`config.mk`:
```
export PLATFORM = sky130hd
export DESIGN_NAME = fp32_mul_arbiter
export DESIGN_NICKNAME = d
export VERILOG_FILES = /design/src/rtl/fp32_mul_arbiter.sv
export SDC_FILE = /design/constraint.sdc
export NUM_CORES = 1
export LEC_CHECK = 0
export ABC_AREA = 1
export BUFFER_PORTS_ARGS = -buffer_cell sky130_fd_sc_hd__buf_2
export CORE_AREA = 2 2 155 157
export CTS_BUF_LIST = sky130_fd_sc_hd__clkbuf_8
export CTS_CLUSTER_DIAMETER = 40
export DETAILED_ROUTE_END_ITERATION = 8
export DIE_AREA = 0 0 157 159
export GPL_ROUTABILITY_DRIVEN = 0
export PLACE_DENSITY = 0.4
export SLEW_MARGIN = 10
export SYNTH_ARGS = -nofsm -noshare
export SYNTH_HDL_FRONTEND = slang
export SYNTH_SLANG_ARGS = --single-unit
```
`constraint.sdc`:
```
create_clock -name clk -period 2.9 [get_ports clk]
set_input_delay 0.58 -clock clk [delete_from_list [all_inputs] [get_ports clk]]
set_output_delay 0.58 -clock clk [all_outputs]
set_load 0.005 [all_outputs]
```
`src/rtl/fp32_mul_arbiter.sv`:
```
`default_nettype none
// ============================================================================
// Module   : fp32_mul_arbiter
// Brief    : Shares one fixed-latency pipelined FP32 multiplier among N_REQ
//            valid/ready requesters and tags each result with its issuer id.
// Revision : 1.0
// ============================================================================
module fp32_mul_arbiter #(
  parameter int N_REQ   = 4,
  parameter int ID_W    = 2,
  parameter int MUL_LAT = 4
) (
  input  logic                  clk,
  input  logic                  rst,
  input  logic [N_REQ-1:0]      req_valid,
  input  logic [32*N_REQ-1:0]   req_a,
  input  logic [32*N_REQ-1:0]   req_b,
  output logic [N_REQ-1:0]      req_ready,
  input  logic                  prio_mode,
  input  logic                  stall,
  output logic [31:0]           mul_a,
  output logic [31:0]           mul_b,
  input  logic [31:0]           mul_f,
  output logic                  resp_valid,
  output logic [ID_W-1:0]       resp_id,
  output logic [31:0]           resp_f,
  output logic [2:0]            inflight,
  output logic                  busy
);

  localparam logic [ID_W-1:0] c_last_id = ID_W'(N_REQ - 1);

  logic [ID_W-1:0]  r_rr_ptr;
  logic [MUL_LAT-1:0] r_tag_v;
  logic [ID_W-1:0]  r_tag_id [MUL_LAT];
  logic [2:0]       r_inflight;

  logic [N_REQ-1:0] w_grant;
  logic [ID_W-1:0]  w_gid;
  logic             w_found;
  logic             w_issue;
  logic [31:0]      w_mul_a;
  logic [31:0]      w_mul_b;

  // Grant search: fixed priority scans from 0, round-robin scans from r_rr_ptr.
  always_comb begin
    w_grant = '0;
    w_gid   = '0;
    w_found = 1'b0;
    if (!stall) begin
      for (int k = 0; k < N_REQ; k++) begin
        if (prio_mode) begin
          if (req_valid[k] && !w_found) begin
            w_found = 1'b1;
            w_gid   = ID_W'(k);
          end
        end else begin
          if (req_valid[(int'(r_rr_ptr) + k) % N_REQ] && !w_found) begin
            w_found = 1'b1;
            w_gid   = ID_W'((int'(r_rr_ptr) + k) % N_REQ);
          end
        end
      end
      if (w_found) w_grant[w_gid] = 1'b1;
    end
  end

  assign w_issue = |(req_valid & w_grant);

  always_comb begin
    w_mul_a = 32'h0;
    w_mul_b = 32'h0;
    for (int i = 0; i < N_REQ; i++) begin
      if (w_grant[i] && req_valid[i]) begin
        w_mul_a = req_a[32*i +: 32];
        w_mul_b = req_b[32*i +: 32];
      end
    end
  end

  always_ff @(posedge clk or negedge rst) begin
    if (!rst) begin
      r_rr_ptr <= '0;
    end else if (w_issue) begin
      r_rr_ptr <= (w_gid == c_last_id) ? '0 : w_gid + 1'b1;
    end
  end

  // Tag shift register mirrors the multiplier pipeline one-for-one.
  always_ff @(posedge clk or negedge rst) begin
    if (!rst) begin
      r_tag_v <= '0;
      for (int s = 0; s < MUL_LAT; s++) r_tag_id[s] <= '0;
    end else begin
      r_tag_v     <= {r_tag_v[MUL_LAT-2:0], w_issue};
      r_tag_id[0] <= w_gid;
      for (int s = 1; s < MUL_LAT; s++) r_tag_id[s] <= r_tag_id[s-1];
    end
  end

  always_ff @(posedge clk or negedge rst) begin
    if (!rst) begin
      r_inflight <= 3'd0;
    end else begin
      case ({w_issue, r_tag_v[MUL_LAT-1]})
        2'b10:   r_inflight <= r_inflight + 3'd1;
        2'b01:   r_inflight <= r_inflight - 3'd1;
        default: r_inflight <= r_inflight;
      endcase
    end
  end

  assign req_ready  = w_grant;
  assign mul_a      = w_mul_a;
  assign mul_b      = w_mul_b;
  assign resp_valid = r_tag_v[MUL_LAT-1];
  assign resp_id    = r_tag_id[MUL_LAT-1];
  assign resp_f     = mul_f;
  assign inflight   = r_inflight;
  assign busy       = (r_inflight != 3'd0);

endmodule
`default_nettype wire

```
==> qor.yml <==
powerDensity_nw_per_um2: 444
gr-total-overflow: 0
cts_root_buffer: "clkbuf_8"
critPathLaunch: "r_rr_ptr[0]"
cts_tree: "done"
syn_area_per_cell_sq_um: 5.95
critPathRequiredTime_ns: 2.32
via_per_inst: 4.51
final_area_sq_um: 6320
grt_pass1_wl_microns: 29500
netlist_instances: 537
worstSetupEndpoint: "mul_b[13]"
io_buffers: 338
finalNetCount: 1186
synth_top_family_by_area: "simple AND/OR/NAND/NOR gates"
wire_per_inst_microns: 17.6
hold_path.class: "in -> async"
post-route-min-period_ns: 3.28
ant_nets: 0
crit_type: "reg -> out"
worstMarginPinSlew_ns: 0.371
place_hpwl_microns: 14300
grt_pass1_vias: 5401
htreeDepth: 1
synthXorXnorAreaFrac: 0.00548
antenna_found_initial: 1
finalWirelength_microns: 21300
fin_skew_ns: 0.00118
setup_viol: 68
drv_slew: 0
grt_setup_unrepaired: "yes"
fin_ws_ns: -0.384
die_area_sq_um: 25000
synthTopCellsByArea: "nand4_1 25%, nand2_1 20%, dfrtp_1 13%, nand3_1 13%, buf_4 9.2%"
peakVddDrop_mv: 0.138
timing.rr.start: "r_rr_ptr[0]"
multi_input_area_sq_um: 2360
p_leak_nw: 3.25
cp.arrival_ns: 2.70
netlist_area_sq_um: 3200
seq_area_sq_um: 428
max_freq_mhz: 305
cp-end-kind: "primary output"
core-area_sq_um: 23200
dp_slack_ns: -0.320
ff2ff_path_depth: 14
fin_setup_tns_ns: -22.99
io_pins: 403
cts_buffers: 3
ys_ff_latch: 17
start_kind: "flip-flop"
drc_errors: 0
row_count: 56
synthAdderAreaFrac: 0.0102
die_x_microns: 157
clock_sinks: 17
hold_viol: 0
slew_headroom: 0.753
path_clk_slew_ns: 0.06
clk-insertion-delay-late_ns: 0.24
hold_buffers: 0
track_usage: 0.152
clock_path_buffers: 2
post-route-period-util: 1.13
synthDistinctLibCells: 26
synth_top_area_frac: 0.254
first_pass_iters: 5
dpl_cell_area_sq_um: 5310
vias: 5438
drt_iter0_drc: 335
utilization: 0.273
yosysTopAreaCell: "nand4_1"
status: "finished with violations"
violations: "negative setup slack"
syn-num-nets: 835
synthToLayoutAreaGrowth_pct: 97.8
grt_max_degree: 32
die_h_microns: 159
cp_max_fo: 22
synth_compound_area_frac: 0.00900
synth-simple-area-share: 0.627
yosysSeqAreaShare: 0.133
reg2reg_setup_slack_ns: 0.18
synth_warnings: 0
fillCellCount: 2592
r2r-end: "inflight[1]"
synth.area.mux_share: 0.00352
maxCapViolCount: 0
drive_gt1_frac: 0.583
start_util: 0.138
cell families after synthesis:
family	after synthesis
simple gates	405
buf+inv	105
fa+ha+maj	2
xor+xnor	2
mux	1
flops	17
compound gates	5
stage by stage:
step                power (mW)  std cells  hold WS (ns)
floorplan                 1.25        537         0.284
global placement          2.11       1163         0.333
detailed placement        2.09       1163         0.335
CTS                       2.70       1196         0.255
global route              3.04       1207         0.268
finish                    2.81       1207         0.241
routing by layer:
layer | up-vias | GRT usage | wire [microns]
li1 | 2573 | - | -
met1 | 2518 | 0.174 | 8380
met2 | 314 | 0.278 | 10700
met3 | 33 | 0.0259 | 1580
met4 | 0 | 0.0563 | 642
met5 | - | 0 | 0
power breakdown:
group	internal, mW	switching, mW
Sequential	0.292	0.0499
Clock	0.0949	0.0739
Combinational	1.14	1.15
repair_timing:
item	in CTS	in global routing
pin swaps	5	44
setup buffers	19	7
resized for setup	66	40
setup endpoints to repair	68	69
cloned	10	6
Yosys cell counts, drive strengths merged:
master,instances
xnor2,1
a21oi,3
clkbuf,3
nand3,83
nor2,9
ha,1
nor3,1
fa,1
buf,82
dfrtp,17
and2,1
nand4,130
o21ai,2
xor2,1
inv,20
mux2,1
nand2,181
cell type report:
class                      instances  share of cell area
clock inverter                     1            0.000791
inverter                          20              0.0127
antenna                            1            0.000396
multi-input combinational        415               0.373
timing repair buffer             431               0.475
sequential                        17              0.0677
clock buffer                       3             0.00653
tap                              319              0.0631
critical path, stage by stage (launching register included):
cell	delay, ns
dfrtp_2	0.48
inv_4	0.12
nand2_2	0.08
nand3_2	0.07
nand3_1	0.09
nand2_2	0.11
nand3_2	0.10
a21oi_2	0.17
and2_4	0.19
nand2_4	0.06
nand2_4	0.08
nand2_4	0.08
nor2_4	0.11
buf_12	0.13
buf_12	0.16
nand3_1	0.16
nand4_1	0.14
buf_2	0.12
worst min-delay path by stage:
| stage | slack (ns) | end | depth (start not counted) |
|---|---|---|---|
| CTS | 0.25 | inflight[1] | 1 |
| detailed placement | 0.33 | r_tag_v[2] | 0 |
| finish | 0.24 | inflight[2] | 1 |
| global placement | 0.33 | r_tag_id[4] | 0 |
| floorplan | 0.28 | inflight[0] | 0 |
| global route | 0.27 | inflight[2] | 1 |
state kept, by name (all words and copies together), names as in the netlist:
signal    count
inflight      3
r_tag_v       4
r_tag_id      6
resp_id       2
r_rr_ptr      2
cells in the final DEF, fill, tap and decap left out, types with 9 or more instances in the layout:
| cell | n |
|---|---|
| nand3_1 | 68 |
| nand4_1 | 130 |
| nand2_1 | 130 |
| inv_1 | 12 |
| buf_2 | 334 |
| buf_6 | 9 |
| nand3_2 | 11 |
| buf_12 | 23 |
| buf_4 | 50 |
| nand2_2 | 39 |
| nand2_4 | 12 |
| dfrtp_1 | 15 |
No activity file was read; power rests on OpenSTA's default activity.
